<file path="config.mk">
export PLATFORM = sky130hd
export DESIGN_NAME = mult_div_unit_flat
export DESIGN_NICKNAME = d
export VERILOG_FILES = /design/src/rtl/mdu_pkg.sv /design/src/rtl/mdu_if.sv /design/src/rtl/mdu_div_step.sv /design/src/rtl/mult_div_unit.sv /design/src/flat_wrapper.sv
export SDC_FILE = /design/constraint.sdc
export NUM_CORES = 1
export LEC_CHECK = 0
export BUFFER_PORTS_ARGS = -buffer_cell sky130_fd_sc_hd__buf_4
export CORE_UTILIZATION = 40
export DETAILED_ROUTE_END_ITERATION = 8
export HOLD_SLACK_MARGIN = 0.03
export PLACE_DENSITY = 0.55
export SLEW_MARGIN = 20
export SYNTH_ARGS = -nofsm -noshare
export SYNTH_HDL_FRONTEND = slang
export SYNTH_SLANG_ARGS = --single-unit
</file>
<file path="constraint.sdc">
create_clock -name clk -period 11.1 [get_ports clk]
set_clock_uncertainty 0.2 [all_clocks]
set_input_delay 2.775 -clock clk [delete_from_list [all_inputs] [get_ports clk]]
set_output_delay 2.775 -clock clk [all_outputs]
set_load 0.005 [all_outputs]
</file>
<file path="src/rtl/mdu_pkg.sv">
// Shared encodings for the multiply/divide unit: operation codes and FSM states.
package mdu_pkg;

  typedef enum logic [1:0] {
    OP_MULT  = 2'b00,
    OP_MULTU = 2'b01,
    OP_DIV   = 2'b10,
    OP_DIVU  = 2'b11
  } op_e;

  typedef enum logic [1:0] {
    IDLE = 2'b00,
    MUL  = 2'b01,
    DIV  = 2'b10,
    FIX  = 2'b11
  } state_e;

endpackage

</file>
<file path="src/rtl/mdu_if.sv">
// Control-unit side bundle of the multiply/divide unit: request, HI/LO writes, status and results.
interface mdu_if #(
  parameter int WIDTH = 32
);

  logic             start;
  logic [1:0]       op;
  logic [WIDTH-1:0] a;
  logic [WIDTH-1:0] b;
  logic             hi_we;
  logic             lo_we;
  logic [WIDTH-1:0] wdata;
  logic             busy;
  logic             done;
  logic             div_zero;
  logic [WIDTH-1:0] hi;
  logic [WIDTH-1:0] lo;

  modport master (
    output start, op, a, b, hi_we, lo_we, wdata,
    input  busy, done, div_zero, hi, lo
  );

  modport slave (
    input  start, op, a, b, hi_we, lo_we, wdata,
    output busy, done, div_zero, hi, lo
  );

endinterface

</file>
<file path="src/rtl/mdu_div_step.sv">
// One restoring-division step: shift in a dividend bit, subtract the divisor if it fits.
module mdu_div_step #(
  parameter int WIDTH = 32
) (
  input  logic [WIDTH-1:0] rem_i,
  input  logic             bit_i,
  input  logic [WIDTH-1:0] divisor_i,
  output logic [WIDTH-1:0] rem_o,
  output logic             q_o
);

  logic [WIDTH:0] shifted;
  logic [WIDTH:0] diff;

  // The shifted remainder is one bit wider than the divisor, so a borrow out of
  // the top bit of the difference means the divisor does not fit.
  always_comb begin
    shifted = {rem_i, bit_i};
    diff    = shifted - {1'b0, divisor_i};
    q_o     = ~diff[WIDTH];
    rem_o   = q_o ? diff[WIDTH-1:0] : shifted[WIDTH-1:0];
  end

endmodule

</file>
<file path="src/rtl/mult_div_unit.sv">
// Iterative MULT/MULTU/DIV/DIVU unit owning HI/LO; one bit per cycle, sign fix-up in a final cycle.
module mult_div_unit
  import mdu_pkg::*;
#(
  parameter int WIDTH = 32
) (
  input  logic  clk,
  input  logic  reset,
  mdu_if.slave  bus
);

  localparam int CW = $clog2(WIDTH + 1);

  state_e               state_q, state_d;
  logic                 isDiv_q, isDiv_d;
  logic                 negQ_q, negQ_d;
  logic                 negR_q, negR_d;
  logic [WIDTH-1:0]     opnd_q, opnd_d;
  logic [2*WIDTH-1:0]   acc_q, acc_d;
  logic [CW-1:0]        cnt_q, cnt_d;
  logic                 busy_q, busy_d;
  logic                 done_q, done_d;
  logic                 divZero_q, divZero_d;
  logic [WIDTH-1:0]     hi_q, hi_d;
  logic [WIDTH-1:0]     lo_q, lo_d;

  logic                 reqDiv;
  logic                 reqSigned;
  logic [WIDTH-1:0]     absA;
  logic [WIDTH-1:0]     absB;
  logic [WIDTH:0]       mulSum;
  logic [WIDTH-1:0]     stepRem;
  logic                 stepQ;
  logic [2*WIDTH-1:0]   product;
  logic [WIDTH-1:0]     quotient;
  logic [WIDTH-1:0]     remainder;

  assign reqDiv    = (bus.op == OP_DIV) || (bus.op == OP_DIVU);
  assign reqSigned = (bus.op == OP_MULT) || (bus.op == OP_DIV);
  assign absA      = (reqSigned && bus.a[WIDTH-1]) ? -bus.a : bus.a;
  assign absB      = (reqSigned && bus.b[WIDTH-1]) ? -bus.b : bus.b;

  // The accumulator holds {partial product, remaining multiplier bits}; add the
  // multiplicand when the multiplier LSB is set, keeping the carry for the shift.
  always_comb begin
    mulSum = {1'b0, acc_q[2*WIDTH-1:WIDTH]} + (acc_q[0] ? {1'b0, opnd_q} : '0);
  end

  mdu_div_step #(
    .WIDTH (WIDTH)
  ) u_div_step (
    .rem_i     (acc_q[2*WIDTH-1:WIDTH]),
    .bit_i     (acc_q[WIDTH-1]),
    .divisor_i (opnd_q),
    .rem_o     (stepRem),
    .q_o       (stepQ)
  );

  // Magnitude results are negated here according to the signs latched at start.
  always_comb begin
    product   = negQ_q ? -acc_q : acc_q;
    quotient  = negQ_q ? -acc_q[WIDTH-1:0] : acc_q[WIDTH-1:0];
    remainder = negR_q ? -acc_q[2*WIDTH-1:WIDTH] : acc_q[2*WIDTH-1:WIDTH];
  end

  // Next-state and register-update logic for the IDLE/MUL/DIV/FIX sequence.
  always_comb begin
    state_d   = state_q;
    isDiv_d   = isDiv_q;
    negQ_d    = negQ_q;
    negR_d    = negR_q;
    opnd_d    = opnd_q;
    acc_d     = acc_q;
    cnt_d     = cnt_q;
    busy_d    = busy_q;
    done_d    = 1'b0;
    divZero_d = divZero_q;
    hi_d      = hi_q;
    lo_d      = lo_q;
    case (state_q)
      IDLE: begin
        if (bus.start) begin
          if (reqDiv && (bus.b == '0)) begin
            done_d    = 1'b1;
            divZero_d = 1'b1;
          end else begin
            isDiv_d   = reqDiv;
            negQ_d    = reqSigned & (bus.a[WIDTH-1] ^ bus.b[WIDTH-1]);
            negR_d    = reqSigned & bus.a[WIDTH-1];
            opnd_d    = absB;
            acc_d     = {{WIDTH{1'b0}}, absA};
            cnt_d     = CW'(WIDTH);
            divZero_d = 1'b0;
            busy_d    = 1'b1;
            state_d   = reqDiv ? DIV : MUL;
          end
        end else begin
          if (bus.hi_we) begin
            hi_d = bus.wdata;
          end
          if (bus.lo_we) begin
            lo_d = bus.wdata;
          end
        end
      end
      MUL: begin
        acc_d = {mulSum, acc_q[WIDTH-1:1]};
        cnt_d = cnt_q - 1'b1;
        if (cnt_q == CW'(1)) begin
          state_d = FIX;
        end
      end
      DIV: begin
        acc_d = {stepRem, acc_q[WIDTH-2:0], stepQ};
        cnt_d = cnt_q - 1'b1;
        if (cnt_q == CW'(1)) begin
          state_d = FIX;
        end
      end
      FIX: begin
        if (isDiv_q) begin
          hi_d = remainder;
          lo_d = quotient;
        end else begin
          hi_d = product[2*WIDTH-1:WIDTH];
          lo_d = product[WIDTH-1:0];
        end
        busy_d  = 1'b0;
        done_d  = 1'b1;
        state_d = IDLE;
      end
      default: begin
        state_d = IDLE;
      end
    endcase
  end

  // State and datapath registers; reset abandons any operation without touching HI/LO beyond clearing them.
  always_ff @(posedge clk or negedge reset) begin
    if (!reset) begin
      state_q   <= IDLE;
      isDiv_q   <= 1'b0;
      negQ_q    <= 1'b0;
      negR_q    <= 1'b0;
      opnd_q    <= '0;
      acc_q     <= '0;
      cnt_q     <= '0;
      busy_q    <= 1'b0;
      done_q    <= 1'b0;
      divZero_q <= 1'b0;
      hi_q      <= '0;
      lo_q      <= '0;
    end else begin
      state_q   <= state_d;
      isDiv_q   <= isDiv_d;
      negQ_q    <= negQ_d;
      negR_q    <= negR_d;
      opnd_q    <= opnd_d;
      acc_q     <= acc_d;
      cnt_q     <= cnt_d;
      busy_q    <= busy_d;
      done_q    <= done_d;
      divZero_q <= divZero_d;
      hi_q      <= hi_d;
      lo_q      <= lo_d;
    end
  end

  assign bus.busy     = busy_q;
  assign bus.done     = done_q;
  assign bus.div_zero = divZero_q;
  assign bus.hi       = hi_q;
  assign bus.lo       = lo_q;

endmodule

</file>
<file path="src/flat_wrapper.sv">
// flat-port wrapper written by rule: the top's interface ports become plain ports
module mult_div_unit_flat import mdu_pkg::*;
#(
  parameter int WIDTH = 32
)
  (clk, reset, bus_start, bus_op, bus_a, bus_b, bus_hi_we, bus_lo_we, bus_wdata, bus_busy, bus_done, bus_div_zero, bus_hi, bus_lo);
  mdu_if #(.WIDTH(WIDTH)) bus_i ();
  input  logic clk;
  input  logic reset;
  input wire logic [$bits(bus_i.start)-1:0] bus_start;
  input wire logic [$bits(bus_i.op)-1:0] bus_op;
  input wire logic [$bits(bus_i.a)-1:0] bus_a;
  input wire logic [$bits(bus_i.b)-1:0] bus_b;
  input wire logic [$bits(bus_i.hi_we)-1:0] bus_hi_we;
  input wire logic [$bits(bus_i.lo_we)-1:0] bus_lo_we;
  input wire logic [$bits(bus_i.wdata)-1:0] bus_wdata;
  output wire logic [$bits(bus_i.busy)-1:0] bus_busy;
  output wire logic [$bits(bus_i.done)-1:0] bus_done;
  output wire logic [$bits(bus_i.div_zero)-1:0] bus_div_zero;
  output wire logic [$bits(bus_i.hi)-1:0] bus_hi;
  output wire logic [$bits(bus_i.lo)-1:0] bus_lo;
  assign bus_i.start = bus_start;
  assign bus_i.op = bus_op;
  assign bus_i.a = bus_a;
  assign bus_i.b = bus_b;
  assign bus_i.hi_we = bus_hi_we;
  assign bus_i.lo_we = bus_lo_we;
  assign bus_i.wdata = bus_wdata;
  assign bus_busy = bus_i.busy;
  assign bus_done = bus_i.done;
  assign bus_div_zero = bus_i.div_zero;
  assign bus_hi = bus_i.hi;
  assign bus_lo = bus_i.lo;
  mult_div_unit #(.WIDTH(WIDTH)) u_core (.clk(clk), .reset(reset), .bus(bus_i));
endmodule
</file>
# Word level (Yosys, flattened, before mapping)
# Index checks and enable logic that the tools add are counted.
dict set report op_classes {
  addsub 8
  muxes 32
  bitwise 5
  reduce_logical 20
  eq_ne 12
}
# operator n
set op_table {}
lappend op_table {{$mux W32} 12}
lappend op_table {{$mux W64} 3}
lappend op_table {{$pmux W64 S3} 1}
lappend op_table {{$neg A32 Y32} 4}
lappend op_table {{$pmux W32 S2} 2}
lappend op_table {{$neg A64 Y64} 1}
lappend op_table {{$add A32 B33 Y33} 1}
lappend op_table {{$sub A33 B32 Y33} 1}
lappend op_table {{$logic_not A32 Y1} 1}
lappend op_table {{$reduce_and A3 Y1} 7}
lappend op_table {{$mux W6} 2}
lappend op_table {{$pmux W6 S2} 1}
lappend op_table {{$ne A2 B2 Y1 const B} 5}
lappend op_table {{$eq A2 B2 Y1 const B} 4}
lappend op_table {{$mux W2} 4}
lappend op_table {{$eq A6 B1 Y1 const B} 1}
lappend op_table {{$pmux W2 S3} 1}
lappend op_table {{$sub A6 B1 Y6 const B} 1}
lappend op_table {{$logic_not A2 Y1} 2}
lappend op_table {{$mux W1} 4}
lappend op_table {{$pmux W1 S2} 2}
lappend op_table {{$reduce_bool A2 Y1} 2}
lappend op_table {{$logic_and A1 B1 Y1} 3}
lappend op_table {{$reduce_bool A3 Y1} 1}
lappend op_table {{other kinds (8)} 11}
dict set report totals {
  inputBits 103
  wordCells 89
  output_inout_bits 67
  register_bits 174
}

# Depth between registers and ports, before layout
dict set report depth {
  depth_word 7
  depth_mapped 14
  mapped_depth_nobuf 12
}

# Modules after synthesis
# A second synthesis with hierarchy kept.
dict set report hier_totals {
  hier_cells 1794
  area_unflattened_um2 14609.0
}
# mod seq_area_each_um2 instances area_per_inst_um2 cells_each
set modules_own_cells {}
lappend modules_own_cells {mult_div_unit 4354.2 1 12250.5 1489}
lappend modules_own_cells {mdu_div_step 0.0 1 2358.5 305}

# Worst setup path before layout
# Ideal clock, no wire load.
dict set report synth_path {
  kind {input -> register}
  from {in bus_b[12]}
  to {reg u_core.acc_q[59]}
  setup_ps 124
  required_ps 10776
  path_stages 10
  slack_ps 5594
  t_arrival_ps 5182
  n_path_buf 1
  path_cell_list {or4_1 nor4_1 nand4_1 or2_1 a21oi_2 or3_1 buf_2 nor2_1 a221o_1 a211o_1}
}
dict set report synth_via {
  elab_chain_cells 4
}
# element line_no
set synth_rtl {}
lappend synth_rtl {{start, declared} flat_wrapper.sv:13} ;# input wire logic [$bits(bus_i.b)-1:0] bus_b;
lappend synth_rtl {{$logic_not A32 Y1} mult_div_unit.sv:83} ;# if (reqDiv && (bus.b == '0)) begin
lappend synth_rtl {{$logic_and A1 B1 Y1} mult_div_unit.sv:83}
lappend synth_rtl {{$ne A2 B2 Y1 (no line)} n/a}
lappend synth_rtl {{$reduce_and A3 Y1 (no line)} n/a}
lappend synth_rtl {{end signal, assigned} mult_div_unit.sv:146} ;# acc_q <= '0;
lappend synth_rtl {{end signal, assigned} mult_div_unit.sv:159} ;# acc_q <= acc_d;
lappend synth_rtl {{end, declared} mult_div_unit.sv:19} ;# logic [2*WIDTH-1:0] acc_q, acc_d;
# Every way passes these cells.
# A chain may end at the register's enable or synchronous reset.

# Worst setup path after layout
dict set report layout_path {
  from {in bus_b[12]}
  to {reg u_core.acc_q[63]}
}
# The elaborated chain is that of the path after synthesis.

==> results.md <==
* Crit-path cells: buf_4 -> or4_1 -> nor4_1 -> nand4_1 -> o21ai_0 -> a21o_2 -> buf_4 -> nor2_1 -> a31o_2 -> a31o_2 -> a211o_1
* Synthesized Nets at 2088
* Sequential Power Share at about a quarter
* TritonRoute pass-1 iters at 5
* Period utilization at a little under three fifths
* Ant. Diodes at 0
* Critical path origin: bus_b[12]
* PD cells at 318 mW/mm^2
* Max-slew violations at 0
* Switching power total at roughly 2.8 mW
* Site Rows at 70
* Worst min path class: reg2reg
* Drt initial violations at ~1.1k
* Internal at approximately 2.6 mW
* HP Start: u_core.opnd_q[21]
* Hold_buf cts at 0
* R2R Path End: u_core.acc_q[59]
* Peak VDD IR at between 0.15 and 0.2 mV
* Unrepaired setup endpoints after global routing: no
* Io pins at 170
* Synthesized area at about 0.015 sq mm
* Via count of the first global-routing pass at approximately 14k
* Fmax at 160 MHz
* I/O Buffers at 169
* Startpoint Class: input pin
* Slew at the pin with the worst max-slew slack at 1020 ps
* Die area at 0.0377 sq mm
* Commonest non-fill, non-tap cell in the layout: o21ai_0
* Synth warn at 0
* Initial antenna violation count at 0
* Max Cap Violations at 0
* Worst Setup EP: u_core.acc_q[63]
* Area Growth Syn to Fin at 15.4%
* CTS sink count at around 170
* Root Buffer: clkbuf_16
* Reg2Reg Depth at 12
* Die Y at ~190 microns
* # nets final at around 2.2k
* Yosys cell types at 78
* Grt ovf at 0
* Chip Width at approximately 190 microns
* Cell count after synthesis at about 1.9k
* Minimum clock period at around 6200 ps
* GRT Util Overall at a little over a quarter
* Routed via count at roughly 14k
* CP max FO at between 90 and 100
* Crit path DAT at around 6400 ps
* Vias/cell at around 5.8
* Synth Flop Type: dfrtp_1
* Gpl congestion at 0.919
* Status: complete, no violations
* Setup TNS Final at 0 ps
* Num CTS Buffers at 17
* Post-synth ARST share at 100%
* Worst r2r src: u_core.acc_q[31]
* Crit path kind: in2reg
* Required @ worst endpoint at between 10000 and 15000 ps
* Setup ws final at between 4000 and 5000 ps
* Clk_lat worst skew at approximately 460 ps
* CTS Buffer Depth at 2
* Initial Util at between 40% and 50%
* Largest net degree at the start of global routing at 95
* Final Hold Vio Count at 0
* DP HPWL at approximately 40000 microns
* Crit. End Element: flip-flop
* Postcts setup bufs at 0
* CTS resizes at 0
* Crit-path slowest cell: buf_4
* Final setup fails at 0
* Core ar. at between 0.03 and 0.04 sq mm
* Lkg Pwr at between 7 and 8 nW
* Synth Register Bits at between 150 and 200
* Detailed Route WL at a little over 50000 microns
* Pwr Total at roughly 5.4 mW
* Most frequent cells in the layout: o21ai_0 (245), nand2_1 (239), buf_4 (187), dfrtp_1 (174), a21oi_1 (162)
* Worst hold slack at approximately 280 ps
* Post-synth EDFFs at 0
* CTS tree: yes
* WL per Instance at approximately 21 microns
* Slew headroom at 31.2%
* Worst path max stage delay at 670 ps
* Sequential element share of the synthesized area at ~30%
* Worst-path clk slew at approximately 70 ps
* Clock share of power at 12.0%
* Worst reg-to-reg setup slack at ~6300 ps
* First-pass GRT wire length at roughly 80000 microns
* Worst slack, placed at ~4400 ps
* H-tree depth at 4
* Post-route DRC at 0
* Avg Inst Size Synth at a little under 8 sq um
* Sw Ratio at 51.4%
* Power share of the combinational group at ~64%
* Final-layout fill cell count at 3731
* Post-DRT Antenna Nets at 0
* Share of post-route cells with drive strength above 1 at between 10% and 20%
==> metal layers <==
metal	vias up	track usage (%)	wire, microns
li1	7066	-	-
met5	-	0	0
met2	533	40.6	21800
met4	0	7.67	1050
met1	6798	40.9	25100
met3	57	4.37	3600
==> worst min path at each step <==
stage,cells past startpoint,endpoint
3_5_place_dp,1,u_core.bus.lo[9]
3_3_place_gp,1,u_core.bus.lo[9]
6_report,2,u_core.opnd_q[21]
4_1_cts,1,u_core.bus.lo[9]
2_1_floorplan,2,u_core.opnd_q[18]
5_1_grt,2,u_core.opnd_q[19]
==> power groups by stage <==
stage,Sequential (mW),Clock [mW],Combinational (mW)
final,1.33,0.649,3.44
after global routing,1.38,0.684,3.85
after CTS,1.32,0.662,3.41
after detailed placement,1.33,0,3.39
after global placement,1.33,0,3.37
after floorplan,1.15,0,2.46
==> cell families (layout without fill, tap and decap cells) <==
family          after synthesis  in the layout  share of synthesized area (%)
xor+xnor                    169            169                           10.0
buf+inv                     168            281                           4.42
simple gates                615            615                           19.6
mux                          26             26                           1.77
flops                       174            174                           29.5
fa+ha+maj                    77             77                           6.62
compound gates              679            679                           28.1
==> registers in the layout (all words and copies together) (netlist names) <==
register,cells
u_core.bus.hi,32
u_core.acc_q,64
u_core.state_q,2
u_core.bus.done,1
u_core.negQ_q,1
u_core.bus.div_zero,1
u_core.isDiv_q,1
u_core.bus.busy,1
u_core.opnd_q,32
u_core.cnt_q,6
u_core.negR_q,1
u_core.bus.lo,32
==> area by class of cell <==
class	count	area, sq um	area share, %
Inverter	61	229	1.34
Sequential cell	174	4350	25.6
Clock buffer	20	457	2.68
Timing Repair Buffer	189	1440	8.47
Clock inverter	11	158	0.925
Multi-Input combinational cell	1566	9820	57.6
Tap cell	468	586	3.44
==> cell usage after synthesis, types with 11 or more instances <==
cell type	count	area (sq um)
mux2i_1	25	250
or2_2	12	75.1
inv_1	59	221
nor2_1	148	556
clkbuf_1	88	330
a21oi_1	164	821
a31oi_1	17	106
a211oi_1	26	195
o41ai_1	12	105
nand4_1	11	68.8
nor4_1	14	87.6
or4_1	18	135
a22oi_1	33	248
and3_1	13	81.3
o31ai_1	22	165
xnor2_1	88	771
o21ai_0	245	1230
a21o_1	59	443
xor2_1	81	709
dfrtp_1	174	4350
nor2b_1	16	100
nand2_1	239	897
or3_1	28	175
nand3_1	31	155
ha_1	75	938
nand2b_1	14	87.6
nor3_1	32	160
buf_1	13	48.8
==> worst max-delay path: cells and delay by family <==
kind                   cells  cell delay (ps)
AO/OA/AOI/OAI              5             1320
AND/OR/NAND/NOR            4             1440
buffers and inverters      2              790
==> per-stage QoR <==
| step | cell area, sq um | std cells | util, % |
|---|---|---|---|
| after CTS | 17000 | 2488 | 46.7 |
| after detailed placement | 16400 | 2457 | 45.0 |
| after floorplan | 14800 | 1908 | - |
| after global placement | 16400 | 2457 | 45.0 |
| after global routing | 17000 | 2489 | 46.8 |
| final | 17000 | 2489 | 46.8 |
Note: power is estimated with default switching activity, not from simulation.
